### config.mk
export PLATFORM = sky130hd
export DESIGN_NAME = uart_tx_config_flat
export DESIGN_NICKNAME = d
export VERILOG_FILES = /design/src/rtl/uart_tx_config_if.sv /design/src/rtl/uart_tx_config.sv /design/src/flat_wrapper.sv
export SDC_FILE = /design/constraint.sdc
export NUM_CORES = 1
export LEC_CHECK = 0
export ABC_AREA = 1
export BUFFER_PORTS_ARGS = -buffer_cell sky130_fd_sc_hd__buf_4
export CAP_MARGIN = 30
export CORE_MARGIN = 3
export CORE_UTILIZATION = 43
export DETAILED_ROUTE_END_ITERATION = 8
export HOLD_SLACK_MARGIN = 0.05
export PLACE_DENSITY = 0.58
export SYNTH_ARGS = -nofsm -noshare
export SYNTH_HDL_FRONTEND = slang
export SYNTH_SLANG_ARGS = --single-unit
export TNS_END_PERCENT = 5
### constraint.sdc
create_clock -name clock -period 3.3 [get_ports clock]
set_input_delay 0.495 -clock clock [delete_from_list [all_inputs] [get_ports clock]]
set_output_delay 0.495 -clock clock [all_outputs]
set_load 0.02 [all_outputs]
### src/rtl/uart_tx_config_if.sv
// rtl/uart_tx_config_if.sv - producer-to-transmitter word stream
//
// Purpose: groups the valid/ready word handshake into a single port.
// Signals:
//   data_valid  producer -> transmitter  producer has a word
//   data_ready  transmitter -> producer  transmit FIFO not full
//   data_bits   producer -> transmitter  word, LSB sent first
interface uart_tx_config_if #(
    parameter int DATA_BITS_MAX = 8
);
    logic                     data_valid;
    logic                     data_ready;
    logic [DATA_BITS_MAX-1:0] data_bits;

    modport master (
        output data_valid,
        output data_bits,
        input  data_ready
    );

    modport slave (
        input  data_valid,
        input  data_bits,
        output data_ready
    );
endinterface

### src/rtl/uart_tx_config.sv
// rtl/uart_tx_config.sv - runtime-configurable UART transmitter with TX FIFO and CTS
//
// Purpose: serialises words from a small FIFO onto tx with a per-frame
// format (5..DATA_BITS_MAX data bits, none/even/odd/mark parity, 1 or 2
// stop bits) and a runtime baud divider. Frames start only when the
// synchronised cts_n is low; a started frame always completes.
// Ports:
//   clock, reset_n   rising-edge clock, asynchronous active-low reset
//   stream           word stream (data_valid/data_ready/data_bits)
//   divider          clock cycles per bit, 0 behaves as 1
//   data_width       data bits per frame, clamped to 5..DATA_BITS_MAX
//   parity_mode      0 none, 1 even, 2 odd, 3 mark
//   two_stop         0 one stop bit, 1 two stop bits
//   cts_n            asynchronous clear-to-send, active-low
//   tx               serial line, idle high
//   busy             frame in progress or FIFO non-empty
//   fifo_level       occupied FIFO entries
module uart_tx_config #(
    parameter int DATA_BITS_MAX = 8,
    parameter int DIVIDER_BITS  = 16,
    parameter int FIFO_DEPTH    = 4
) (
    input  logic                             clock,
    input  logic                             reset_n,
    uart_tx_config_if.slave                  stream,
    input  logic [DIVIDER_BITS-1:0]          divider,
    input  logic [3:0]                       data_width,
    input  logic [1:0]                       parity_mode,
    input  logic                             two_stop,
    input  logic                             cts_n,
    output logic                             tx,
    output logic                             busy,
    output logic [$clog2(FIFO_DEPTH+1)-1:0]  fifo_level
);
    localparam int PTR_W = $clog2(FIFO_DEPTH);
    localparam int LVL_W = $clog2(FIFO_DEPTH + 1);

    typedef enum logic [2:0] {
        S_IDLE,
        S_START,
        S_DATA,
        S_PARITY,
        S_STOP
    } state_t;

    state_t state, state_nx;

    // Transmit FIFO
    logic [DATA_BITS_MAX-1:0] mem [FIFO_DEPTH];
    logic [PTR_W-1:0]         wr_ptr, rd_ptr;
    logic [LVL_W-1:0]         level;
    logic                     push, load;

    // CTS synchroniser, reset to "not clear"
    logic cts_meta, cts_sync;

    // Frame datapath, all latched at load so the frame in flight ignores config changes
    logic [DIVIDER_BITS-1:0]  baud_cnt, bit_len;
    logic [DATA_BITS_MAX-1:0] shreg;
    logic [3:0]               data_left;
    logic                     par_en_q, par_bit_q, stop_left;

    // Load-time helpers
    logic [DIVIDER_BITS-1:0]  div_eff;
    logic [3:0]               width_eff;
    logic [DATA_BITS_MAX-1:0] head;
    logic                     head_xor, par_bit_nx;
    logic                     baud_tick, can_load;

    assign stream.data_ready = (level != LVL_W'(FIFO_DEPTH));
    assign push              = stream.data_valid && stream.data_ready;
    assign fifo_level        = level;
    assign busy              = (state != S_IDLE) || (level != '0);
    assign baud_tick         = (baud_cnt == '0);
    assign can_load          = (level != '0) && !cts_sync;

    always_comb begin
        div_eff = (divider == '0) ? DIVIDER_BITS'(1) : divider;
        if (data_width < 4'd5) begin
            width_eff = 4'd5;
        end else if (data_width > 4'(DATA_BITS_MAX)) begin
            width_eff = 4'(DATA_BITS_MAX);
        end else begin
            width_eff = data_width;
        end
        head     = mem[rd_ptr];
        // Parity covers only the bits actually sent
        head_xor = 1'b0;
        for (int i = 0; i < DATA_BITS_MAX; i++) begin
            if (i < int'(width_eff)) begin
                head_xor = head_xor ^ head[i];
            end
        end
        case (parity_mode)
            2'd1:    par_bit_nx = head_xor;
            2'd2:    par_bit_nx = ~head_xor;
            default: par_bit_nx = 1'b1;
        endcase
    end

    always_ff @(posedge clock or negedge reset_n) begin
        if (!reset_n) begin
            cts_meta <= 1'b1;
            cts_sync <= 1'b1;
        end else begin
            cts_meta <= cts_n;
            cts_sync <= cts_meta;
        end
    end

    always_ff @(posedge clock or negedge reset_n) begin
        if (!reset_n) begin
            wr_ptr <= '0;
            rd_ptr <= '0;
            level  <= '0;
        end else begin
            if (push) begin
                wr_ptr <= wr_ptr + PTR_W'(1);
            end
            if (load) begin
                rd_ptr <= rd_ptr + PTR_W'(1);
            end
            case ({push, load})
                2'b10:   level <= level + LVL_W'(1);
                2'b01:   level <= level - LVL_W'(1);
                default: level <= level;
            endcase
        end
    end

    always_ff @(posedge clock) begin
        if (push) begin
            mem[wr_ptr] <= stream.data_bits;
        end
    end

    always_ff @(posedge clock or negedge reset_n) begin
        if (!reset_n) begin
            state <= S_IDLE;
        end else begin
            state <= state_nx;
        end
    end

    // tx is decoded from registered state only, so reset forces it high at once
    always_comb begin
        state_nx = state;
        load     = 1'b0;
        tx       = 1'b1;
        case (state)
            S_IDLE: begin
                if (can_load) begin
                    load     = 1'b1;
                    state_nx = S_START;
                end
            end
            S_START: begin
                tx = 1'b0;
                if (baud_tick) begin
                    state_nx = S_DATA;
                end
            end
            S_DATA: begin
                tx = shreg[0];
                if (baud_tick && (data_left == 4'd1)) begin
                    state_nx = par_en_q ? S_PARITY : S_STOP;
                end
            end
            S_PARITY: begin
                tx = par_bit_q;
                if (baud_tick) begin
                    state_nx = S_STOP;
                end
            end
            S_STOP: begin
                // Chain straight into the next start bit when possible
                if (baud_tick && !stop_left) begin
                    if (can_load) begin
                        load     = 1'b1;
                        state_nx = S_START;
                    end else begin
                        state_nx = S_IDLE;
                    end
                end
            end
            default: state_nx = S_IDLE;
        endcase
    end

    always_ff @(posedge clock or negedge reset_n) begin
        if (!reset_n) begin
            baud_cnt  <= '0;
            bit_len   <= '0;
            shreg     <= '0;
            data_left <= '0;
            par_en_q  <= 1'b0;
            par_bit_q <= 1'b1;
            stop_left <= 1'b0;
        end else if (load) begin
            baud_cnt  <= div_eff - DIVIDER_BITS'(1);
            bit_len   <= div_eff - DIVIDER_BITS'(1);
            shreg     <= head;
            data_left <= width_eff;
            par_en_q  <= (parity_mode != 2'd0);
            par_bit_q <= par_bit_nx;
            stop_left <= two_stop;
        end else if (state != S_IDLE) begin
            if (baud_tick) begin
                baud_cnt <= bit_len;
                if (state == S_DATA) begin
                    shreg     <= shreg >> 1;
                    data_left <= data_left - 4'd1;
                end
                if (state == S_STOP) begin
                    stop_left <= 1'b0;
                end
            end else begin
                baud_cnt <= baud_cnt - DIVIDER_BITS'(1);
            end
        end
    end
endmodule

### src/flat_wrapper.sv
// flat-port wrapper written by rule: the top's interface ports become plain ports
module uart_tx_config_flat 
#(
    parameter int DATA_BITS_MAX = 8,
    parameter int DIVIDER_BITS  = 16,
    parameter int FIFO_DEPTH    = 4
)
  (clock, reset_n, divider, data_width, parity_mode, two_stop, cts_n, tx, busy, fifo_level, stream_data_valid, stream_data_bits, stream_data_ready);
  uart_tx_config_if #(.DATA_BITS_MAX(DATA_BITS_MAX)) stream_i ();
  input  logic clock;
  input  logic reset_n;
  input  logic [DIVIDER_BITS-1:0] divider;
  input  logic [3:0] data_width;
  input  logic [1:0] parity_mode;
  input  logic two_stop;
  input  logic cts_n;
  output logic tx;
  output logic busy;
  output logic [$clog2(FIFO_DEPTH+1)-1:0] fifo_level;
  input wire logic [$bits(stream_i.data_valid)-1:0] stream_data_valid;
  input wire logic [$bits(stream_i.data_bits)-1:0] stream_data_bits;
  output wire logic [$bits(stream_i.data_ready)-1:0] stream_data_ready;
  assign stream_i.data_valid = stream_data_valid;
  assign stream_i.data_bits = stream_data_bits;
  assign stream_data_ready = stream_i.data_ready;
  uart_tx_config #(.DATA_BITS_MAX(DATA_BITS_MAX), .DIVIDER_BITS(DIVIDER_BITS), .FIFO_DEPTH(FIFO_DEPTH)) u_core (.clock(clock), .reset_n(reset_n), .stream(stream_i), .divider(divider), .data_width(data_width), .parity_mode(parity_mode), .two_stop(two_stop), .cts_n(cts_n), .tx(tx), .busy(busy), .fifo_level(fifo_level));
endmodule
==> flow_summary_export.csv <==
group,metric,value,unit
status,status,"completed",
grt,grt_first_pass_wirelength,19.5,mm
clock_network,cts_root_buffer,"clkbuf_16",
yosys,yosys.area.top_type_share,0.274,
final_layout,fillers,1126,
grt,gr-total-overflow,0,
floorplanning,die-area,0.0132,mm²
setup_path,r2r_end,"u_core.fifo_level[2]",
yosys,netlist_instances,636,
min_path,worst_hold_path_type,"input port to async pin",
clock_network,path_clk_slew,70,ps
yosys,yosysWarnings,0,
yosys,netlist_top_cells_area,"dfrtp_1, edfxtp_1, nand2_1",
yosys,yosysTopAreaCell,"dfrtp_1",
yosys,syn_area,0.00511,mm²
detailed_routing,ant_nets,0,
grt,antenna_found_initial,0,
grt,grt_max_degree,60,
clock_network,clock_latency,350,ps
setup_path,start_kind,"register",
pwr,power.density,906,mW/mm²
detailed_routing,first_pass_iters,4,
sta,rsz0062_at_grt,"no",
grt,grt_pass1_vias,4111,
yosys,synth_seq_cells,91,
sta,finalHoldViolCount,0,
final_layout,layout_common_cells,"nand2_1, nor2_1, inv_1",
setup_path,rr_worst_depth,16,
setup_path,arrival,2920,ps
setup_path,required,3530,ps
setup_path,cp-end-kind,"register",
sta,min_period,2690,ps
floorplanning,die_h,115,µm
final_layout,layout_commonest_cell,"nand2_1",
floorplanning,io_pins,41,
floorplanning,die_w,115,µm
final_layout,fin_nets,723,
place,hpwlAfterDp,8.43,mm
clock_network,cts_resized,0,
detailed_routing,wl_per_cell,14.0,µm
sta,setup_viol,0,
floorplanning,coreArea,0.0115,mm²
place,place_congestion,0.818,
setup_path,crit_fanout,24,
clock_network,cts_max_path_buffers,2,
clock_network,numCtsBuffers,9,
yosys,syn_nets,684,
sta,fin_crit_sh,0.814,
setup_path,r2r_slack,610,ps
grt,grt_usage,0.188,
final_layout,syn_to_final_growth,14.4,%
sta,worst_pin_slew,801,ps
detailed_routing,vias,4229,
clock_network,cts_tree,"yes",
place,port_buffers,40,
clock_network,cts_hold_buf,0,
setup_path,reg2reg_from,"u_core.baud_cnt[0]",
run,drv_cap,0,
yosys,yosys.cell_types.count,39,
clock_network,cts_setup_buffers,0,
detailed_routing,vias_per_cell,5.14,
detailed_routing,drc,0,
place,pre_cts_ws,555,ps
sta,drv_slew,0,
sta,maxSlewHeadroom,0.464,
floorplanning,rows,39,
clock_network,ctsHtreeMaxLevel,3,
pwr,p_leak,2.71,nW
detailed_routing,routed_wl,11.6,mm
pwr,ir_drop,0.370,mV
final_layout,final_layout_size_suffix_gt1_frac,0.124,
setup_path,worstSetupPathType,"register to register",
detailed_routing,dr.first_iter.drc_count,229,
yosys,yosysSeqAreaShare,0.478,
sta,max_freq,372,MHz
yosys,syn_area_per_cell,8.03,µm²
sta,fin_worst_skew,9.19,ps
final_layout,n_antenna_cell,0,
clock_network,clkSinkCount,91,
sta,setup_ws,613,ps
sta,final.setup.tns,0,ps
floorplanning,initial_core_util,0.444,
cells in the mapped netlist:
cell type,number
nand2_4,1
o21ai_4,1
fa_1,1
clkbuf_1,3
o21ai_0,41
ha_1,12
o21ai_1,3
inv_2,5
buf_6,4
nand3_1,36
a31oi_1,11
or2_2,1
nor3_1,10
xor2_1,19
a22oi_1,1
nand3_2,2
buf_4,2
nor2_4,2
buf_2,10
a21oi_1,16
or2_1,1
clkinv_1,1
inv_1,61
nand2_1,187
nor2_2,1
o21bai_1,1
dfstp_2,3
o211ai_1,9
nand2_2,6
a22o_1,1
nor2_1,76
nand3b_1,1
edfxtp_1,32
a211oi_1,1
nand4_1,5
o221ai_1,1
nor4_1,2
xnor2_1,10
dfrtp_1,56
how the worst max path moves through the flow:
stage                             startpoint              endpoint  cells past startpoint
after global placement    u_core.baud_cnt[0]  u_core.fifo_level[2]                     16
final                     u_core.baud_cnt[0]  u_core.fifo_level[2]                     16
after floorplan           u_core.baud_cnt[0]  u_core.fifo_level[2]                     18
after global routing      u_core.baud_cnt[0]  u_core.fifo_level[2]                     16
after detailed placement          divider[1]    u_core.bit_len[14]                     16
after CTS                 u_core.baud_cnt[0]  u_core.fifo_level[2]                     16
sequential cells by signal, summed over array words and instances (netlist names):
register,cells
u_core.shreg,8
u_core.baud_cnt,16
u_core.wr_ptr,2
u_core.stop_left,1
u_core.rd_ptr,2
u_core.par_en_q,1
u_core.bit_len,16
u_core.state,3
u_core.mem,32
u_core.cts_sync,1
u_core.par_bit_q,1
u_core.cts_meta,1
u_core.data_left,4
u_core.fifo_level,3
worst max-delay path: stages, from the launching register on:
cell,delay [ps]
dfrtp_1,380
inv_1,110
ha_1,170
inv_1,90
nor2_4,130
inv_2,60
nor2_4,110
nand2_4,180
nor2_2,120
nand3_1,90
nand2_2,130
ha_1,150
inv_1,70
fa_1,380
a21oi_1,140
o21ai_0,110
xnor2_1,140
routing by layer:
| metal | track usage | vias up | share of wire |
|---|---|---|---|
| li1 | - | 2142 | - |
| met1 | 0.238 | 1976 | 0.45 |
| met2 | 0.307 | 82 | 0.48 |
| met3 | 0.0479 | 29 | 0.039 |
| met4 | 0.0814 | 0 | 0.033 |
| met5 | 0 | - | 0 |
stage by stage:
step / power (mW) / hold slack, ps / utilization / cell area, µm² / std cells
floorplan: 3.62 / 199 / - / 5110 / 636
global placement: 4.14 / 347 / 0.479 / 5520 / 807
detailed placement: 4.19 / 352 / 0.479 / 5520 / 807
CTS: 5.35 / 237 / 0.507 / 5840 / 823
global route: 5.81 / 235 / 0.507 / 5840 / 823
finish: 5.29 / 198 / 0.507 / 5840 / 823
cells by family (layout without fill, tap and decap cells):
family	Yosys count	after routing	share of synthesized area
fa+ha+maj	13	13	0.0333
compound gates	86	86	0.0965
xor+xnor	29	29	0.0497
flops	91	91	0.478
buf+inv	86	130	0.0730
simple gates	331	331	0.270
area by class of cell:
cell class | instances | area (µm²) | share of cell area
clock inverters | 6 | 95.1 | 0.0163
multi-input cells | 459 | 2300 | 0.393
repair buffers | 47 | 353 | 0.0604
flip-flops and latches | 91 | 2440 | 0.418
well taps | 143 | 179 | 0.0306
clock buffers | 10 | 229 | 0.0392
inverters | 67 | 251 | 0.0430
power breakdown:
| part | switching [mW] | internal, mW | total [mW] |
|---|---|---|---|
| sequential | 0.295 | 1.62 | 1.91 |
| clock | 0.465 | 0.674 | 1.14 |
| combinational | 1.41 | 0.833 | 2.24 |
| total | 2.17 | 3.12 | 5.29 |
(Power assumes the default switching activity.)
